--- config.mk ---
export PLATFORM = sky130hd
export DESIGN_NAME = spi_accel_target
export DESIGN_NICKNAME = d
export VERILOG_FILES = /design/src/rtl/spi_accel_target.sv
export SDC_FILE = /design/constraint.sdc
export NUM_CORES = 1
export LEC_CHECK = 0
export ABC_CLOCK_PERIOD_IN_PS = 3120
export CAP_MARGIN = 0
export CORE_MARGIN = 2
export CORE_UTILIZATION = 47
export CTS_CLUSTER_SIZE = 10
export DETAILED_ROUTE_END_ITERATION = 6
export HOLD_SLACK_MARGIN = 0.03
export PLACE_DENSITY = 0.68
export SLEW_MARGIN = 20
export SYNTH_ARGS = -nofsm -noshare
export SYNTH_HDL_FRONTEND = slang
export SYNTH_SLANG_ARGS = --single-unit
--- constraint.sdc ---
create_clock -name clk -period 3.12 [get_ports clk]
set_input_delay 0.624 -clock clk [delete_from_list [all_inputs] [get_ports clk]]
set_output_delay 0.624 -clock clk [all_outputs]
set_load 0.005 [all_outputs]
--- src/rtl/spi_accel_target.sv ---
// rtl/spi_accel_target.sv - SPI mode-3 target emulating the accelerometer register map
module spi_accel_target #(
  parameter int unsigned SYNC_STAGES = 2,
  parameter logic [7:0]  DEVID       = 8'hE5,
  parameter logic [7:0]  BW_RATE_RST = 8'h0A
) (
  input  logic        clk,
  input  logic        rst_n,
  input  logic        sclk,
  input  logic        cs_n,
  input  logic        sdi,
  output logic        sdo,
  output logic        sdo_oe,
  input  logic        sample_valid,
  output logic        sample_ready,
  input  logic [15:0] sample_x,
  input  logic [15:0] sample_y,
  input  logic [15:0] sample_z,
  output logic [7:0]  bw_rate,
  output logic [7:0]  power_ctl,
  output logic [7:0]  data_format,
  output logic        cfg_wr,
  output logic        busy
);

  localparam logic [5:0] ADDR_DEVID = 6'h00;
  localparam logic [5:0] ADDR_BW    = 6'h2C;
  localparam logic [5:0] ADDR_PWR   = 6'h2D;
  localparam logic [5:0] ADDR_FMT   = 6'h31;

  typedef enum logic [1:0] {
    ST_IDLE = 2'd0,
    ST_CMD  = 2'd1,
    ST_DATA = 2'd2
  } state_t;

  state_t state_q, state_d;

  logic [SYNC_STAGES-1:0] sclk_sync, cs_sync, sdi_sync;
  logic sclk_s, cs_s, sdi_s;
  logic sclk_q, cs_q;
  logic sclk_rise, sclk_fall, cs_rise, cs_fall;

  logic [6:0]  rx_sr;
  logic [7:0]  tx_sr;
  logic [7:0]  wr_byte;
  logic [7:0]  read_data;
  logic [2:0]  bit_cnt;
  logic        byte_done;
  logic        rw, mb, first_byte, tx_load;
  logic [5:0]  addr;

  logic [15:0] data_x, data_y, data_z;
  logic [15:0] snap_x, snap_y, snap_z;
  logic [15:0] pend_x, pend_y, pend_z;
  logic        pend_valid;

  // Idle-high reset values keep a spurious edge from appearing at reset release.
  always_ff @(posedge clk or negedge rst_n) begin
    if (!rst_n) begin
      sclk_sync <= '1;
      cs_sync   <= '1;
      sdi_sync  <= '0;
      sclk_q    <= 1'b1;
      cs_q      <= 1'b1;
    end else begin
      sclk_sync <= {sclk_sync[SYNC_STAGES-2:0], sclk};
      cs_sync   <= {cs_sync[SYNC_STAGES-2:0], cs_n};
      sdi_sync  <= {sdi_sync[SYNC_STAGES-2:0], sdi};
      sclk_q    <= sclk_s;
      cs_q      <= cs_s;
    end
  end

  assign sclk_s    = sclk_sync[SYNC_STAGES-1];
  assign cs_s      = cs_sync[SYNC_STAGES-1];
  assign sdi_s     = sdi_sync[SYNC_STAGES-1];
  assign sclk_rise = sclk_s & ~sclk_q;
  assign sclk_fall = ~sclk_s & sclk_q;
  assign cs_rise   = cs_s & ~cs_q;
  assign cs_fall   = ~cs_s & cs_q;

  assign busy         = ~cs_s;
  assign sample_ready = ~pend_valid;

  assign wr_byte   = {rx_sr, sdi_s};
  assign byte_done = sclk_rise && (bit_cnt == 3'd7) && (state_q != ST_IDLE) && !cs_rise;

  always_comb begin
    read_data = 8'h00;
    case (addr)
      ADDR_DEVID: read_data = DEVID;
      ADDR_BW:    read_data = bw_rate;
      ADDR_PWR:   read_data = power_ctl;
      ADDR_FMT:   read_data = data_format;
      6'h32:      read_data = snap_x[7:0];
      6'h33:      read_data = snap_x[15:8];
      6'h34:      read_data = snap_y[7:0];
      6'h35:      read_data = snap_y[15:8];
      6'h36:      read_data = snap_z[7:0];
      6'h37:      read_data = snap_z[15:8];
      default:    read_data = 8'h00;
    endcase
  end

  always_ff @(posedge clk or negedge rst_n) begin
    if (!rst_n) state_q <= ST_IDLE;
    else        state_q <= state_d;
  end

  always_comb begin
    state_d = state_q;
    case (state_q)
      ST_IDLE: if (cs_fall) state_d = ST_CMD;
      ST_CMD: begin
        if (cs_rise)        state_d = ST_IDLE;
        else if (byte_done) state_d = ST_DATA;
      end
      ST_DATA: if (cs_rise) state_d = ST_IDLE;
      default: state_d = ST_IDLE;
    endcase
  end

  always_ff @(posedge clk or negedge rst_n) begin
    if (!rst_n) begin
      rx_sr       <= '0;
      tx_sr       <= '0;
      bit_cnt     <= '0;
      rw          <= 1'b0;
      mb          <= 1'b0;
      first_byte  <= 1'b0;
      tx_load     <= 1'b0;
      addr        <= '0;
      sdo         <= 1'b0;
      sdo_oe      <= 1'b0;
      cfg_wr      <= 1'b0;
      bw_rate     <= BW_RATE_RST;
      power_ctl   <= '0;
      data_format <= '0;
      snap_x      <= '0;
      snap_y      <= '0;
      snap_z      <= '0;
    end else begin
      cfg_wr  <= 1'b0;
      tx_load <= 1'b0;
      if (cs_fall) begin
        snap_x     <= data_x;
        snap_y     <= data_y;
        snap_z     <= data_z;
        bit_cnt    <= '0;
        first_byte <= 1'b1;
      end
      if (cs_rise) begin
        sdo    <= 1'b0;
        sdo_oe <= 1'b0;
      end else if (state_q != ST_IDLE) begin
        if (sclk_rise) begin
          rx_sr   <= wr_byte[6:0];
          bit_cnt <= bit_cnt + 3'd1;
        end
        if (byte_done) begin
          if (state_q == ST_CMD) begin
            rw      <= wr_byte[7];
            mb      <= wr_byte[6];
            addr    <= wr_byte[5:0];
            tx_load <= wr_byte[7];
          end else begin
            // With MB=0 only the first data byte of a write may commit.
            if (!rw && (mb || first_byte)) begin
              case (addr)
                ADDR_BW:  begin bw_rate     <= wr_byte; cfg_wr <= 1'b1; end
                ADDR_PWR: begin power_ctl   <= wr_byte; cfg_wr <= 1'b1; end
                ADDR_FMT: begin data_format <= wr_byte; cfg_wr <= 1'b1; end
                default:  ;
              endcase
            end
            first_byte <= 1'b0;
            if (mb) addr <= addr + 6'd1;
            tx_load <= rw;
          end
        end
        if (sclk_fall && (state_q == ST_DATA) && rw) begin
          sdo    <= tx_sr[7];
          tx_sr  <= {tx_sr[6:0], 1'b0};
          sdo_oe <= 1'b1;
        end
      end
      // The load lands one clk after the address settles, well before the next falling edge.
      if (tx_load) tx_sr <= read_data;
    end
  end

  always_ff @(posedge clk or negedge rst_n) begin
    if (!rst_n) begin
      data_x     <= '0;
      data_y     <= '0;
      data_z     <= '0;
      pend_x     <= '0;
      pend_y     <= '0;
      pend_z     <= '0;
      pend_valid <= 1'b0;
    end else begin
      if (pend_valid && !busy) begin
        data_x     <= pend_x;
        data_y     <= pend_y;
        data_z     <= pend_z;
        pend_valid <= 1'b0;
      end else if (sample_valid && sample_ready) begin
        if (busy) begin
          pend_x     <= sample_x;
          pend_y     <= sample_y;
          pend_z     <= sample_z;
          pend_valid <= 1'b1;
        end else begin
          data_x <= sample_x;
          data_y <= sample_y;
          data_z <= sample_z;
        end
      end
    end
  end

endmodule

==> results.toml, run 1 <==
[die]
rows = 51
num_io_pins = 83
fp.dieH_um = 145
die_area_sq_um = 21100
die_w_um = 145
core_area_sq_um = 19500
start_util_pct = 48.0

[clock_network]
clock_sinks = 210
postCtsSetupBuffers = 0
cts_buffers = 25
htree_levels = 1
clock_latency_ps = 530
cts_root_buffer = "clkbuf_16"
hold_buffers = 0
cts_tree = "yes"
clk_pin_slew_ps = 60
ctsResizeCount = 0
clockBufferDepth = 3

[drt]
drt_iter0_markers = 635
routed_wl_um = 22500
vias = 6930
dr.pass1.iters = 5
drc = 0
wl_per_cell_um = 18.2
via_per_inst = 5.61
ant_nets = 0

[global_routing]
grt_max_degree = 75
grt-ovfl-total = 0
first_global_vias = 6793
grt_usage_pct = 21.3
grt_first_pass_wirelength_um = 36900
antenna_found_initial = 0
top_usage_layer = "met2"
met1_usage_pct = 31.6
grtUsageMet2_pct = 33.2
grt_util_met3_pct = 3.08

[power]
leakage_uw = 0.00526
ir_drop_mv = 0.370
power.density_nw_per_um2 = 603

[job]
maxCapViolations = 0

[logic_synthesis]
avgSynthCellArea_sq_um = 10.5
ys.flop_type = "dfrtp_1"
yosys_warnings = 0
async_flop_share_pct = 100
syn_area_sq_um = 9380
yosys_register_bits = 210
synth_edf_count = 0
seq_area_frac_synth_pct = 56.1
syn_nets = 951
ys_types = 58
syn_inst = 891

[worst_setup_path]
required_ps = 3520
path_class = "register to register"
crit_arrival_ps = 2960
crit_fanout = 16
crit_path_end_kind = "register"
startpoint_type = "register"

[outcome]
outcome = "completed"

[sta]
worst_pin_slew_ps = 859
max_freq_ghz = 0.391
maxSlewHeadroom_pct = 42.7
setup_viol = 0
hold_viol_final = 0
slew_viol_final = 0
finalCriticalPeriod_ps = 2560
rsz0062_at_grt = "no"
tns_ps = 0
finalClockSkew_ps = 11.8
post-route-period-util_pct = 81.9

[cells_and_area]
diodes = 0
final_layout_size_suffix_gt1_share_pct = 15.6
fill_cells = 1742
area_growth_pct = 19.8
fin_cells = 1235
nets = 1022

[placement]
gp_congestion = 0.878
port_buffers = 82
place_hpwl_um = 15100
dp.cells = 1200

[worst_hold_path]
min_path_type = "input pin to asynchronous set/reset pin"
## metrics by stage
stage	utilization (%)	power (uW)	instance area (sq um)	hold slack, ps	setup WS [ps]
6_report	57.5	6780	11200	116	564
5_1_grt	57.5	7090	11200	155	411
2_1_floorplan	-	3860	9380	328	1150
3_3_place_gp	53.8	4190	10500	346	665
4_1_cts	57.5	6860	11200	126	578
3_5_place_dp	53.8	4220	10500	335	584
## layout by cell type (no fill, tap or decap), types with 6 or more instances in the layout
cell type and instances:
buf_4 18, o21ai_0 15, dfstp_2 8, nand2_1 208, clkdlybuf4s50_1 81, a22oi_1 11
nor2_1 16, a21oi_1 65, mux2_2 80, a21o_1 45, ha_1 6, clkbuf_16 25
mux2i_1 16, nand3_1 54, and3_1 8, inv_1 7, dfrtp_1 202
## critical path, stage by stage (launching register included)
cell,delay (ps)
dfrtp_1,410
inv_1,90
ha_1,580
nor3b_4,470
nor3b_4,490
mux2_2,390
## power breakdown
| group | internal, uW | switching [uW] |
|---|---|---|
| clock | 1540 | 1060 |
| combinational | 382 | 370 |
| sequential | 3130 | 293 |
## registers in the layout, indices dropped and copies added (netlist names), 7 cells and up
signal       flops
data_x          16
data_y          16
data_z          16
pend_x          16
pend_y          16
pend_z          16
snap_x          16
snap_y          16
snap_z          16
bw_rate          8
data_format      8
power_ctl        8
tx_sr            8
rx_sr            7
## cells by family after synthesis
group                      count (synthesis)  synth area share, %
DFF                                      210                 56.1
buffers and inverters                     69                 2.86
adders and majority gates                  6                0.801
AOI/OAI and AO/OA                        177                 12.2
and+or+nand+nor                          333                 16.7
muxes                                     96                 11.3
## cell usage after synthesis, types with 2 or more instances
cell       instances  share of area [%]
a22o_1             3               0.28
o22ai_1            2               0.13
a31oi_1            5               0.33
nand4_1            4               0.27
mux2_2            80                9.6
and3_1             8               0.53
nor3b_4            2               0.40
nor3_1             4               0.21
dfstp_2            8                2.2
nand2_1          208                8.3
o32ai_1            2               0.19
nor2b_1            5               0.33
or3_1              2               0.13
a21o_1            45                3.6
a32oi_1            5               0.47
a2111oi_0          4               0.37
nand2b_1           5               0.33
a221oi_1           3               0.28
clkinv_1           2              0.080
nand4b_1           3               0.28
nand3_1           54                2.9
o21bai_1           2               0.16
inv_1              7               0.28
a22oi_1           11               0.88
nor2_1            16               0.64
dfrtp_1          202                 54
buf_2              7               0.37
nand3b_1           3               0.24
ha_1               6               0.80
buf_1              6               0.24
and2_1             4               0.27
mux2i_1           16                1.7
clkbuf_1          46                1.8
and4_1             3               0.28
o21ai_0           16               0.85
a21oi_1           65                3.5
a211oi_1           5               0.40
nor4b_1            2               0.19
## per-layer routing
metal  vias to the layer above  wire length (um)
met3                        32              1090
li1                       3254                 -
met2                       193             10500
met4                         0               484
met5                         -                 0
met1                      3451             10400
## area by class of cell
| cell class | count | area [sq um] | share of cell area (%) |
|---|---|---|---|
| flip-flops and latches | 210 | 5270 | 46.9 |
| clock buffers | 34 | 699 | 6.23 |
| clock inverters | 1 | 20.0 | 0.178 |
| well taps | 265 | 332 | 2.95 |
| multi-input cells | 612 | 3860 | 34.3 |
| inverters | 10 | 37.5 | 0.334 |
| repair buffers | 103 | 1020 | 9.08 |
## final timing paths
| check | from | endpoint | slack (ps) | cells after the start |
|---|---|---|---|---|
| hold reg to reg | cs_sync[0]$_DFF_PN1_ | cs_sync[1]$_DFF_PN1_ | 360 | 0 |
| setup / recovery | addr[1]$_DFFE_PN0P_ | power_ctl[7]$_DFFE_PN0P_ | 560 | 5 |
| min in group clk | cs_sync[0]$_DFF_PN1_ | cs_sync[1]$_DFF_PN1_ | 360 | 0 |
| max in group asynchronous | rst_n | bw_rate[3]$_DFFE_PN1P_ | 2190 | 2 |
| hold / removal | rst_n | data_x[10]$_DFFE_PN0P_ | 120 | 1 |
| setup reg to reg | addr[1]$_DFFE_PN0P_ | power_ctl[7]$_DFFE_PN0P_ | 560 | 5 |
No activity file was read; power rests on OpenSTA's default activity.
==> inputs of run 2 (changes only) <==
--- a/config.mk
+++ b/config.mk
@@ -5,7 +5,7 @@
 export SDC_FILE = /design/constraint.sdc
 export NUM_CORES = 1
 export LEC_CHECK = 0
-export ABC_CLOCK_PERIOD_IN_PS = 3120
+export ABC_CLOCK_PERIOD_IN_PS = 2400
 export CAP_MARGIN = 0
 export CORE_MARGIN = 2
 export CORE_UTILIZATION = 47
==> constraint.sdc (replaced) <==
create_clock -name clk -period 2.4 [get_ports clk]
set_input_delay 0.48 -clock clk [delete_from_list [all_inputs] [get_ports clk]]
set_output_delay 0.48 -clock clk [all_outputs]
set_load 0.005 [all_outputs]
==> run 2 against run 1 <==
Effect of this change: total power is 31% higher; flip-flop and latch count is the same; critical path depth decreased by 3; sequential share of layout area is 0.83 points lower; critical path type is now register to output port; sequential power grew 30%; non-clock buffer count grew 18; clock skew down 3.1 ps; clock-buffer cell count rose by 10; cell area rose by 1.8%; global-route usage grew 0.29 points; cell count grew 2.3%; worst setup slack got worse by 440 ps; critical endpoint is now busy.
==> results.toml, run 2 (same netlist as run 1, synthesis figures left out) <==
[outcome]
outcome = "completed"

[cells_and_area]
final_core_util_pct = 58.6
area_growth_pct = 21.9
final_cell_mix = "nand2_1 (208), dfrtp_1 (202), clkdlybuf4s50_1 (81)"
final_common_cell = "nand2_1"
diodes = 0
final_layout_size_suffix_gt1_share_pct = 16.6
nets = 1040

[worst_setup_path]
cpMaxStageDelayCell = "dfstp_2"
crit_family = "buffers and inverters"
startpoint_type = "register"
path_class = "register to output port"
crit_path_end_kind = "output port"
crit_fanout = 4
reg2reg_to = "bw_rate[4]$_DFFE_PN0P_"
rr_worst_depth = 5
crit_chain = "clkinv_1 > clkdlybuf4s50_1"
r2r_start = "cs_q$_DFF_PN1_"
r2r_slack_ps = 280
required_ps = 1920
cp_slowest_stage_delay_ps = 600
crit_arrival_ps = 1800
cp.buffers_inverters = 2

[drt]
routed_wl_um = 22500
vias = 7102
dr.pass1.iters = 5
via_per_inst = 5.62
drc = 0
ant_nets = 0
wl_per_cell_um = 17.8
drt_iter0_markers = 490

[global_routing]
first_global_vias = 6978
grt_usage_pct = 21.6
grt-ovfl-total = 0
antenna_found_initial = 0
grt_max_degree = 64
grt_first_pass_wirelength_um = 37600

[die]
start_util_pct = 48.0
rows = 51
die_w_um = 145
die_area_sq_um = 21100
core_area_sq_um = 19500
fp.dieH_um = 145
num_io_pins = 83

[clock_network]
clk_pin_slew_ps = 50
cts_buffers = 25
htree_levels = 1
cts_root_buffer = "clkbuf_16"
postCtsSetupBuffers = 0
clock_sinks = 210
clockBufferDepth = 3
clock_latency_ps = 520
ctsResizeCount = 0
hold_buffers = 1
cts_tree = "yes"

[sta]
post-route-period-util_pct = 94.9
rsz0062_at_grt = "no"
finalClockSkew_ps = 8.72
tns_ps = 0
finalCriticalPeriod_ps = 2280
fin_ws_ps = 123
setup_viol = 0
slew_viol_final = 0
worst_pin_slew_ps = 695
maxSlewHeadroom_pct = 53.6
max_freq_ghz = 0.439
hold_viol_final = 0

[job]
maxCapViolations = 0

[power]
switching_share_pct = 25.7
p_int_uw = 6580
power_frac_seq_pct = 50.3
p_comb_share_pct = 11.3
clkPwrFrac_pct = 38.4
ir_drop_mv = 0.491
power.density_nw_per_um2 = 774
leakage_uw = 0.00536
p_switching_uw = 2280

[placement]
port_buffers = 82
gp_congestion = 0.882
place_hpwl_um = 15300
dp_slack_ps = 256

[worst_hold_path]
min_path_type = "register to register"
hold_depth = 0
min_from = "cs_sync[0]$_DFF_PN1_"
min_to = "cs_sync[1]$_DFF_PN1_"
-- run 2: power by group through the flow --
stage	sequential (uW)	combinational [uW]	clock (uW)
after detailed placement	4510	1010	0
after CTS	4450	1020	3470
after global placement	4490	978	0
after floorplan	4340	675	0
after global routing	4510	1140	3650
final	4450	1000	3400
-- run 2: cell type report --
type                            instances  area, sq um
Clock buffer                           44          707
Clock inverter                          2         27.5
Fill cell                            1717         8090
Inverter                               10         37.5
Multi-Input combinational cell        612         3860
Sequential cell                       210         5270
Tap cell                              265          332
Timing Repair Buffer                  121         1210
-- run 2: worst register-to-register path: stages, from the launching register on --
cell      delay, ps
dfstp_2         540
nand2b_1        290
nand4_4         230
nor4_4          380
buf_4           210
mux2_2          340
-- run 2: worst max-delay path by stage --
stage                                        end                    from  cells after the start
after floorplan           bw_rate[0]$_DFFE_PN0P_  sclk_sync[1]$_DFF_PN1_                      4
after global placement    pend_y[11]$_DFFE_PN0P_            sample_valid                      5
after detailed placement  pend_y[11]$_DFFE_PN0P_            sample_valid                      5
after CTS                                   busy    cs_sync[1]$_DFF_PN1_                      2
after global routing                        busy    cs_sync[1]$_DFF_PN1_                      2
final                                       busy    cs_sync[1]$_DFF_PN1_                      2
-- run 2: per-stage QoR --
| stage | total power, uW | instances | hold WS [ps] | area (sq um) |
|---|---|---|---|---|
| after floorplan | 5020 | 891 | 184 | 9380 |
| after global placement | 5470 | 1217 | 339 | 10700 |
| after detailed placement | 5520 | 1217 | 344 | 10700 |
| after CTS | 8940 | 1264 | 349 | 11400 |
| after global routing | 9300 | 1264 | 346 | 11400 |
| final | 8850 | 1264 | 347 | 11400 |
-- run 2: metal layers --
layer	vias up	share of wire (%)	global-route usage (%)
met5	-	0	0
met4	0	2.2	5.20
met3	39	4.6	3.27
met2	189	47	34.1
met1	3566	46	31.7
li1	3308	-	-
==> inputs of run 3 (changes only) <==
--- a/config.mk
+++ b/config.mk
@@ -8,11 +8,11 @@
 export ABC_CLOCK_PERIOD_IN_PS = 2400
 export CAP_MARGIN = 0
 export CORE_MARGIN = 2
-export CORE_UTILIZATION = 47
+export CORE_UTILIZATION = 50
 export CTS_CLUSTER_SIZE = 10
 export DETAILED_ROUTE_END_ITERATION = 6
 export HOLD_SLACK_MARGIN = 0.03
-export PLACE_DENSITY = 0.68
+export PLACE_DENSITY = 0.72
 export SLEW_MARGIN = 20
 export SYNTH_ARGS = -nofsm -noshare
 export SYNTH_HDL_FRONTEND = slang
==> run 3 against run 2 <==
Effect of this change: global-route usage up 1.9 points; worst setup slack better by 25 ps; combinational power about the same; register-to-register slack worse by 60 ps; fmax up 1.1%; total power up 1.5%; sequential power about the same; flip-flop and latch count unchanged; highest routed layer unchanged.
==> results.toml, run 3 (same netlist as run 1, synthesis figures left out) <==
[placement]
gp_congestion = 0.897
placed_area_sq_um = 10600
port_buffers = 82
place_hpwl_um = 15400

[cells_and_area]
final_cell_mix = "nand2_1 (208), dfrtp_1 (202), clkdlybuf4s50_1 (81)"
final_core_util_pct = 61.0
final_layout_size_suffix_gt1_share_pct = 16.4
diodes = 0
area_growth_pct = 20.9
nets = 1035
fin_area_sq_um = 11300
final_common_cell = "nand2_1"

[drt]
dr.pass1.iters = 5
vias = 7093
ant_nets = 0
drc = 0
drt_iter0_markers = 545
wl_per_cell_um = 18.5
via_per_inst = 5.78
routed_wl_um = 22700

[sta]
worst_pin_slew_ps = 641
maxSlewHeadroom_pct = 57.0
max_freq_ghz = 0.444
finalCriticalPeriod_ps = 2250
tns_ps = 0
hold_viol_final = 0
rsz0062_at_grt = "no"
post-route-period-util_pct = 93.8
finalClockSkew_ps = 16.0
slew_viol_final = 0
setup_viol = 0

[clock_network]
cts_tree = "yes"
clk_pin_slew_ps = 60
cts_buffers = 25
cts_root_buffer = "clkbuf_16"
clock_latency_ps = 530
postCtsSetupBuffers = 0
clock_sinks = 210
htree_levels = 1
clockBufferDepth = 3

[power]
switching_share_pct = 25.8
ir_drop_mv = 0.676
p_comb_share_pct = 11.1
power.density_nw_per_um2 = 792
p_int_uw = 6660
power_frac_seq_pct = 49.8
leakage_uw = 0.00534
p_switching_uw = 2320
clkPwrFrac_pct = 39.1

[global_routing]
grt_usage_pct = 23.6
antenna_found_initial = 0
grt_first_pass_wirelength_um = 37600
grt-ovfl-total = 0
first_global_vias = 6862
grt_max_degree = 60

[worst_setup_path]
crit_path_end_kind = "output port"
required_ps = 1920
crit_arrival_ps = 1770
crit_chain = "inv_4 > clkdlybuf4s50_1"
crit_fanout = 9
crit_family = "flip-flops"
path_class = "register to output port"
cp.buffers_inverters = 2
startpoint_type = "register"
cp_slowest_stage_delay_ps = 680
cpMaxStageDelayCell = "dfstp_2"

[die]
die_area_sq_um = 19900
die_w_um = 141
num_io_pins = 83
start_util_pct = 50.5
core_area_sq_um = 18600
fp.dieH_um = 141
rows = 50

[worst_hold_path]
min_path_type = "register to register"

[job]
maxCapViolations = 0

[outcome]
outcome = "completed"
-- run 3: changes by cell type in the layout (fill, tap and decap cells not counted) --
cell        previous run  this run
buf_12                 7         4
clkinv_2               0         1
clkinv_1               2         1
clkinvlp_4             1         0
inv_4                  0         1
buf_4                 31        29
bufinv_16              0         1
clkbuf_1              18        16
-- run 3: routing by layer --
layer | routed length, um | GRT usage [%] | vias up
met1 | 10400 | 35.0 | 3493
met5 | 0 | 0 | -
li1 | - | - | 3298
met4 | 547 | 6.26 | 0
met2 | 10500 | 36.7 | 257
met3 | 1240 | 3.46 | 45
-- run 3: worst register-to-register path, stage by stage, from the launching register on --
cell and delay [ps]:
dfrtp_1 410, ha_1 350, a222oi_1 420, nor2_1 80
a2111oi_0 540, buf_4 200, mux2i_1 50
-- run 3: stage by stage --
stage / std cells / power, uW / hold WS (ps) / setup slack (ps)
floorplan: 891 / 5020 / 184 / 433
global placement: 1181 / 5480 / 334 / 261
detailed placement: 1181 / 5530 / 336 / 198
CTS: 1227 / 9050 / 346 / 24.0
global route: 1227 / 9400 / 359 / 82.3
finish: 1227 / 8990 / 346 / 148
-- run 3: cell type report --
type,count,area [sq um]
Tap cell,234,293
Sequential cell,210,5270
Inverter,10,40.0
Fill cell,1577,7240
Timing Repair Buffer,116,1130
Multi-Input combinational cell,612,3860
Clock buffer,42,699
Clock inverter,3,55.1
-- run 3: what timing repair did --
item	CTS	global route
hold endpoints to repair	45	0
endpoints found under the setup margin	1	1
pin swaps	0	0
hold buffers	1	0
gates resized for setup	1	1
gates cloned	0	0
-- run 3: final timing paths --
kind | start | end | slack [ps] | cells after the start
worst max register to register | addr[0]$_DFFE_PN0P_ | tx_sr[2]$_DFFE_PN0P_ | 220 | 6
worst min-delay path | sdi_sync[0]$_DFF_PN0_ | sdi_sync[1]$_DFF_PN0_ | 350 | 0
max in group asynchronous | rst_n | cs_sync[0]$_DFF_PN1_ | 1100 | 3
worst min register to register | sdi_sync[0]$_DFF_PN0_ | sdi_sync[1]$_DFF_PN0_ | 350 | 0
worst max-delay path | cs_sync[1]$_DFF_PN1_ | busy | 150 | 2
min in group asynchronous | rst_n | sdi_sync[1]$_DFF_PN0_ | 470 | 2
-- run 3: power groups by stage --
stage | logic (uW) | clock network [uW] | registers, uW
2_1_floorplan | 675 | 0 | 4340
3_3_place_gp | 962 | 0 | 4520
3_5_place_dp | 996 | 0 | 4530
4_1_cts | 1010 | 3570 | 4480
5_1_grt | 1130 | 3730 | 4540
6_report | 997 | 3510 | 4480
